$ cat src/rtl/sr_latch_monitor_pkg.sv
// Shared types and constants for the SR latch monitor.
package sr_latch_monitor_pkg;

    typedef enum logic [1:0] {
        ST_UNKNOWN  = 2'd0,
        ST_SETTLING = 2'd1,
        ST_STABLE   = 2'd2
    } mon_state_e;

    localparam int unsigned SYNC_DEPTH = 2;

endpackage

$ cat src/rtl/sr_latch_monitor_sync2.sv
// Two-flop synchronizer for the asynchronous latch outputs.
module sync2
    import sr_latch_monitor_pkg::*;
(
    input  logic clock,
    input  logic reset_n,
    input  logic d,
    output logic q
);

    logic [SYNC_DEPTH-1:0] stages;

    always_ff @(posedge clock or negedge reset_n) begin
        if (!reset_n) begin
            stages <= '0;
        end else begin
            stages <= {stages[SYNC_DEPTH-2:0], d};
        end
    end

    assign q = stages[SYNC_DEPTH-1];

endmodule

$ cat src/rtl/sr_latch_monitor.sv
// Tracks the expected state of an external SR latch and flags
// disagreements, illegal requests and illegal output combinations.
module sr_latch_monitor
    import sr_latch_monitor_pkg::*;
#(
    parameter int unsigned SETTLE_CYCLES = 2,
    parameter int unsigned CNT_W         = 8
) (
    input  logic             clock,
    input  logic             reset_n,
    input  logic             enable,
    input  logic             clear,
    input  logic             set,
    input  logic             reset,
    input  logic             q,
    input  logic             qbar,
    output logic             expected_q,
    output logic             busy,
    output logic             mismatch,
    output logic             illegal_in,
    output logic             illegal_out,
    output logic [CNT_W-1:0] set_count,
    output logic [CNT_W-1:0] reset_count
);

    localparam int unsigned      WIN_W    = $clog2(SETTLE_CYCLES + 3);
    localparam logic [WIN_W-1:0] WIN_LOAD = WIN_W'(SETTLE_CYCLES + 2);
    localparam logic [CNT_W-1:0] CNT_MAX  = '1;

    mon_state_e       state;
    logic [WIN_W-1:0] window;
    logic [WIN_W-1:0] exempt;
    logic             qs;
    logic             qbs;
    logic             set_d;
    logic             reset_d;

    logic both_c;
    logic valid_c;
    logic match_c;
    logic new_tgt_c;
    logic expired_c;
    logic mismatch_ev_c;
    logic illegal_out_ev_c;

    sync2 u_sync_q (
        .clock   (clock),
        .reset_n (reset_n),
        .d       (q),
        .q       (qs)
    );

    sync2 u_sync_qbar (
        .clock   (clock),
        .reset_n (reset_n),
        .d       (qbar),
        .q       (qbs)
    );

    // Request decode and comparisons against the synchronized latch outputs.
    assign both_c    = set & reset;
    assign valid_c   = set ^ reset;
    assign match_c   = (qs == expected_q) && (qbs == ~expected_q);
    assign new_tgt_c = valid_c && (set != expected_q);
    assign expired_c = (window == WIN_W'(1));

    assign mismatch_ev_c = enable &&
        (((state == ST_STABLE) && !match_c) ||
         ((state == ST_SETTLING) && !new_tgt_c && !match_c && expired_c));

    assign illegal_out_ev_c = enable && (state != ST_UNKNOWN) && (qs == qbs) &&
                              !both_c && (exempt == '0);

    // Latch model FSM; busy is registered alongside the state it reflects.
    always_ff @(posedge clock or negedge reset_n) begin
        if (!reset_n) begin
            state      <= ST_UNKNOWN;
            window     <= '0;
            expected_q <= 1'b0;
            busy       <= 1'b0;
        end else if (!enable || both_c) begin
            state <= ST_UNKNOWN;
            busy  <= 1'b0;
        end else begin
            unique case (state)
                ST_UNKNOWN: begin
                    if (valid_c) begin
                        expected_q <= set;
                        window     <= WIN_LOAD;
                        state      <= ST_SETTLING;
                        busy       <= 1'b1;
                    end
                end
                ST_SETTLING: begin
                    if (new_tgt_c) begin
                        expected_q <= set;
                        window     <= WIN_LOAD;
                    end else if (match_c || expired_c) begin
                        state <= ST_STABLE;
                        busy  <= 1'b0;
                    end else begin
                        window <= window - WIN_W'(1);
                    end
                end
                ST_STABLE: begin
                    if (new_tgt_c) begin
                        expected_q <= set;
                        window     <= WIN_LOAD;
                        state      <= ST_SETTLING;
                        busy       <= 1'b1;
                    end
                end
                default: begin
                    state <= ST_UNKNOWN;
                    busy  <= 1'b0;
                end
            endcase
        end
    end

    // Edge detect and the post-illegal-request grace period for illegal_out.
    always_ff @(posedge clock or negedge reset_n) begin
        if (!reset_n) begin
            set_d   <= 1'b0;
            reset_d <= 1'b0;
            exempt  <= '0;
        end else begin
            set_d   <= set;
            reset_d <= reset;
            if (both_c) begin
                exempt <= WIN_LOAD;
            end else if (exempt != '0) begin
                exempt <= exempt - WIN_W'(1);
            end
        end
    end

    // Sticky flags and saturating counters; clear wins over same-cycle events.
    always_ff @(posedge clock or negedge reset_n) begin
        if (!reset_n) begin
            mismatch    <= 1'b0;
            illegal_in  <= 1'b0;
            illegal_out <= 1'b0;
            set_count   <= '0;
            reset_count <= '0;
        end else if (clear) begin
            mismatch    <= 1'b0;
            illegal_in  <= 1'b0;
            illegal_out <= 1'b0;
            set_count   <= '0;
            reset_count <= '0;
        end else if (enable) begin
            if (mismatch_ev_c) begin
                mismatch <= 1'b1;
            end
            if (both_c) begin
                illegal_in <= 1'b1;
            end
            if (illegal_out_ev_c) begin
                illegal_out <= 1'b1;
            end
            if (set && !set_d && (set_count != CNT_MAX)) begin
                set_count <= set_count + CNT_W'(1);
            end
            if (reset && !reset_d && (reset_count != CNT_MAX)) begin
                reset_count <= reset_count + CNT_W'(1);
            end
        end
    end

endmodule

$ cat config.mk
export PLATFORM = sky130hd
export DESIGN_NAME = sr_latch_monitor
export DESIGN_NICKNAME = d
export VERILOG_FILES = /design/src/rtl/sr_latch_monitor_pkg.sv /design/src/rtl/sr_latch_monitor_sync2.sv /design/src/rtl/sr_latch_monitor.sv
export SDC_FILE = /design/constraint.sdc
export NUM_CORES = 1
export LEC_CHECK = 0
export CAP_MARGIN = 15
export CORE_MARGIN = 2
export CORE_UTILIZATION = 48
export DETAILED_ROUTE_END_ITERATION = 6
export PLACE_DENSITY = 0.75
export SETUP_SLACK_MARGIN = 0.3
export SYNTH_ARGS = -nofsm -noshare
export SYNTH_HDL_FRONTEND = slang
export SYNTH_HIERARCHICAL = 1
export SYNTH_SLANG_ARGS = --single-unit
$ cat constraint.sdc
create_clock -name clock -period 2.1 [get_ports clock]
set_input_delay 0.42 -clock clock [delete_from_list [all_inputs] [get_ports clock]]
set_output_delay 0.42 -clock clock [all_outputs]
set_load 0.02 [all_outputs]
; Yosys cells after proc, flatten, opt, wreduce, memory -nomap -nowiden
; Index checks and enable logic that the tools add are counted.
[word_totals]
elab_cells = 122
output_inout_bits = 21
input_bits = 8
regBits = 35
[op_classes]
n_mux = 37
n_reduce_logical = 46
bitwise_logic = 4
n_eq_ne = 17
n_addsub = 4
[op_table]
columns = cell, n
row1 = $mux 8, 6
row2 = $mux 3, 6
row3 = $reduce_bool 2->1, 9
row4 = $add 8x1->8 const B, 2
row5 = $mux 1, 16
row6 = $ne 8x8->1 const B, 2
row7 = $logic_and 1x1->1, 15
row8 = $mux 2, 5
row9 = $reduce_and 2->1, 5
row10 = $pmux 3 s3, 1
row11 = $reduce_and 4->1, 2
row12 = $logic_not 1->1, 6
row13 = $ne 3x2->1 const B, 2
row14 = $ne 3x3->1 const B, 2
row15 = $pmux 2 s3, 1
row16 = $reduce_bool 3->1, 2
row17 = $sub 3x1->3 const B, 2
row18 = $reduce_and 5->1, 1
row19 = $ne 2x2->1 const B, 2
row20 = $eq 1x1->1, 3
row21 = $eq 3x1->1 const B, 1
row22 = $logic_not 3->1, 1
row23 = $logic_or 1x1->1, 3
row24 = $ne 3x1->1 const B, 1
row25 = 11 further kinds, 12

; Depth between registers and ports, before layout
[logic_depth]
word_depth = 11
depth_mapped = 6
mapped_depth_nobuf = 6

; Modules after synthesis
; Netlist, hierarchy kept.
[by_module_without_submodules]
columns = module, area_each_um2, cells_per_inst, instances, seq_area_each_um2
row1 = sr_latch_monitor, 1778.0, 179, 1, 775.7
row2 = sync2, 50.0, 2, 2, 50.0

; Worst setup path after synthesis
; OpenSTA, ideal clock, no wires.
[synth_path]
kind = register to register
start = register state[0]
end = register window[2]
period_less_slack_ns = 2.063
required_time_ns = 1.972
stages_incl_launch_ff = 6
path_slack_ns = 0.037
arrival_time_ns = 1.936
setup_ns = 0.128
n_path_buf = 0
path_cell_list = dfrtp_1 inv_1 ha_1 or4_4 a2111oi_4 mux2_1
[synth_via]
elab_chain_cells = 3
elab_cells_between_ends = 9
cone_classes = eq/ne: 5 / mux: 1 / reduce/logical: 3
[synth_lines]
columns = element, line
row1 = from (decl), sr_latch_monitor.sv:30  ; mon_state_e state;
row2 = from (signal assigned), sr_latch_monitor.sv:77  ; state <= ST_UNKNOWN;
row3 = from (signal assigned), sr_latch_monitor.sv:82  ; state <= ST_UNKNOWN;
row4 = from (signal assigned), sr_latch_monitor.sv:90  ; state <= ST_SETTLING;
row5 = "$eq 2x1->1, or another cell as far along", sr_latch_monitor.sv:85  ; unique case (state)
row6 = "$ne 3x3->1 (no source line), or another cell as far along", n/a
row7 = $reduce_and 5->1 (no source line), n/a
row8 = to (signal assigned), sr_latch_monitor.sv:102  ; window <= window - WIN_W'(1);
row9 = to (decl), sr_latch_monitor.sv:31  ; logic [WIN_W-1:0] window;
; Parallel ways exist; a longest one is shown, timed or not.
; A chain may end at the register's enable or synchronous reset.

; Final worst setup path
; Same ends and word-level chain as after synthesis.

==> results.py <==
metrics = {
    "routing": {
        "drt_iter0_drc": 91,
        "drc": 0,
        "wirelength_microns": 4241,
        "via_per_inst": 5.578,
        "num_vias": 1573,
        "wl_per_cell_microns": 15.04,
        "first_pass_iters": 4,
        "ant_nets": 0,
    },
    "power_and_ir_drop": {
        "leakagePower_nw": 1.255,
        "ir_drop_mv": 0.6517,
        "comb_power_share_pct": 42.9,
        "sw_frac_of_total_pct": 35.24,
        "pwr-share-clk_pct": 22.3,
        "switchingPower_mw": 0.8601,
        "power_frac_seq_pct": 34.8,
        "p_per_area_mw_per_mm2": 948.9,
        "internal-power_mw": 1.581,
    },
    "global_route": {
        "grt_antenna_before_repair": 0,
        "first_global_vias": 1626,
        "grt_usage_pct": 21.83,
        "grt_pass1_wl_microns": 7355,
        "overflow": 0,
        "grt_max_degree": 36,
    },
    "timing": {
        "min_period_ns": 2.006,
        "finalClockSkew_ns": 0.003391,
        "fin_crit_sh_pct": 95.53,
        "drv_slew": 0,
        "timing_worst_slew_pin_value_ns": 0.4546,
        "rsz0062_at_grt": "true",
        "setup_violations": 0,
        "holdWs_ns": 0.3545,
        "finalSetupTns_ns": 0,
        "max_freq_mhz": 498.5,
        "slew_headroom_pct": 69.46,
        "hold_viol_final": 0,
    },
    "synthesis": {
        "syn_area_per_cell_sq_um": 10.26,
        "yosysMostFrequentCell": "dfrtp_1",
        "yosysWarnings": 6,
        "async_flop_share_pct": 100.0,
        "synthFlopType": "dfrtp_1",
        "synth_commonest_cells": "dfrtp_1, nor2_1, inv_1",
        "yosysUniqueCellTypes": 43,
        "synth_edf_count": 0,
        "post-synth-top-area-cell": "dfrtp_1",
        "synth_nets": 202,
        "yosysTopAreaCellShare_pct": 46.64,
        "synth_area_leaders": "dfrtp_1, ha_1, nor2_1",
        "syn_area_sq_mm": 0.001878,
        "syn_inst": 183,
        "synth-seq-area-share_pct": 46.64,
        "ys_seq_elements": 35,
    },
    "clock_network": {
        "root_buffer": "clkbuf_8",
        "cts_buffers": 5,
        "clkSlewWorstSetupHoldPaths_ns": 0.07,
        "htreeDepth": 2,
        "cts.hold.buffers_added": 0,
        "clockBufferDepth": 2,
        "cts_tree": "done",
        "clk-insertion-delay-late_ns": 0.28,
        "clkSinkCount": 35,
    },
    "status": {
        "status": "finished clean",
    },
    "floorplan": {
        "start_util_pct": 50.54,
        "core_area_sq_mm": 0.003716,
        "dieWidth_microns": 66.55,
        "die_h_microns": 66.55,
        "ios": 29,
        "dieArea_sq_mm": 0.004429,
        "rows": 22,
    },
    "layout": {
        "drive_above_1_share_pct": 20.94,
        "area_delta_synth_final_pct": 36.98,
        "diodes": 0,
        "nNetsFinal": 252,
    },
    "worst_setup_path": {
        "critPathCaptureType": "register",
        "required_ns": 2.27,
        "start_kind": "register",
        "path_max_fanout": 8,
        "critical_path_class": "reg2reg",
        "arrival_ns": 2.17,
    },
    "placement": {
        "hpwl_microns": 2890,
        "port-buffer-count": 28,
        "gp_congestion": 0.8212,
    },
    "min_path": {
        "hp-class": "reg2reg",
    },
    "flow_run": {
        "cap_violations": 0,
    },
}
## area by class of cell
type	instances	area, sq um
clock buffers	7	96.34
clock inverters	1	7.507
flip-flops and latches	35	877.1
repair buffers	47	439.2
fillers	285	1144
well taps	48	60.06
multi-input cells	130	1040
inverters	14	52.55
## cell families after synthesis
group	after synthesis	synth area share, %
buf+inv	18	3.597
compound gates	41	15.99
flops	35	46.64
fa+ha+maj	11	7.328
mux	7	3.931
simple gates	60	17.39
xor+xnor	11	5.130
## final timing paths
| kind | start | endpoint | slack, ns | cells past startpoint |
|---|---|---|---|---|
| worst max-delay path | state[0]$_DFFE_PN0P_ | window[2]$_DFFE_PN0P_ | 0.09 | 5 |
| worst min-delay path | u_sync_q/stages[0]$_DFF_PN0_ | u_sync_q/stages[1]$_DFF_PN0_ | 0.35 | 0 |
| worst max register to register | state[0]$_DFFE_PN0P_ | window[2]$_DFFE_PN0P_ | 0.09 | 5 |
| worst min register to register | u_sync_q/stages[0]$_DFF_PN0_ | u_sync_q/stages[1]$_DFF_PN0_ | 0.35 | 0 |
| max in group asynchronous | reset_n | expected_q$_DFFE_PN0P_ | 1.22 | 2 |
| min in group asynchronous | reset_n | u_sync_q/stages[0]$_DFF_PN0_ | 0.55 | 2 |
## repair_timing
action,CTS,global route
setup buffers,6,1
resized for setup,16,15
pin swaps,1,2
setup endpoints to repair,7,15
## layout by cell type, fill, tap and decap left out, types with 3 or more instances in the layout
cell and instances:
or3_1 6, inv_1 13, clkdlybuf4s50_1 17, nand4_1 5, o31ai_1 4, a21oi_1 9, mux2i_1 4, xor2_1 6
o211ai_1 4, o21ai_0 5, and2_1 3, nor3_1 3, dlygate4sd2_1 3, nor2_1 18, dfrtp_1 34, ha_4 3
dlymetal6s2s_1 8, nand3_1 5, clkbuf_8 7, ha_1 6, nand2_1 6, xnor2_1 4, buf_4 19
## critical path: stages, from the launching register on
cell       delay (ns)
dfrtp_1          0.39
inv_2            0.08
ha_4             0.19
or4_4            0.56
a2111oi_4        0.34
mux2_4           0.33
## metrics by stage
step / total power [mW] / instances / setup slack, ns / cell area (sq um) / utilization [%]
after floorplan: 1.416 / 183 / 0.1372 / 1892 / -
after global placement: 1.647 / 267 / -0.2426 / 2307 / 62.09
after detailed placement: 1.698 / 267 / -0.3040 / 2307 / 62.09
after CTS: 2.383 / 281 / 0.1230 / 2510 / 67.54
after global routing: 2.592 / 282 / 0.06028 / 2572 / 69.23
final: 2.441 / 282 / 0.09390 / 2572 / 69.23
## power by group through the flow
stage	Combinational, mW	Clock, mW	Sequential, mW
6_report	1.05	0.544	0.850
3_5_place_dp	0.835	0	0.863
2_1_floorplan	0.535	0	0.881
4_1_cts	0.982	0.555	0.846
5_1_grt	1.15	0.583	0.858
3_3_place_gp	0.795	0	0.852
## flip-flops by register name, summed over array words and instances, names as in the netlist
name / cells
u_sync_q/stages: 2
mismatch: 1
busy: 1
u_sync_qbar/stages: 2
set_d: 1
expected_q: 1
exempt: 3
state: 2
set_count: 8
reset_d: 1
window: 3
illegal_in: 1
illegal_out: 1
reset_count: 8
## metal layers
| layer | up-vias | routed length [microns] | share of wire [%] | GRT usage (%) |
|---|---|---|---|---|
| li1 | 763 | - | - | - |
| met1 | 775 | 1836 | 43 | 26.67 |
| met2 | 31 | 2213 | 52 | 38.13 |
| met3 | 4 | 152 | 3.6 | 5.068 |
| met4 | 0 | 39 | 0.92 | 6.633 |
| met5 | - | 0 | 0 | 0 |
Power figures use the tool's default switching activity.
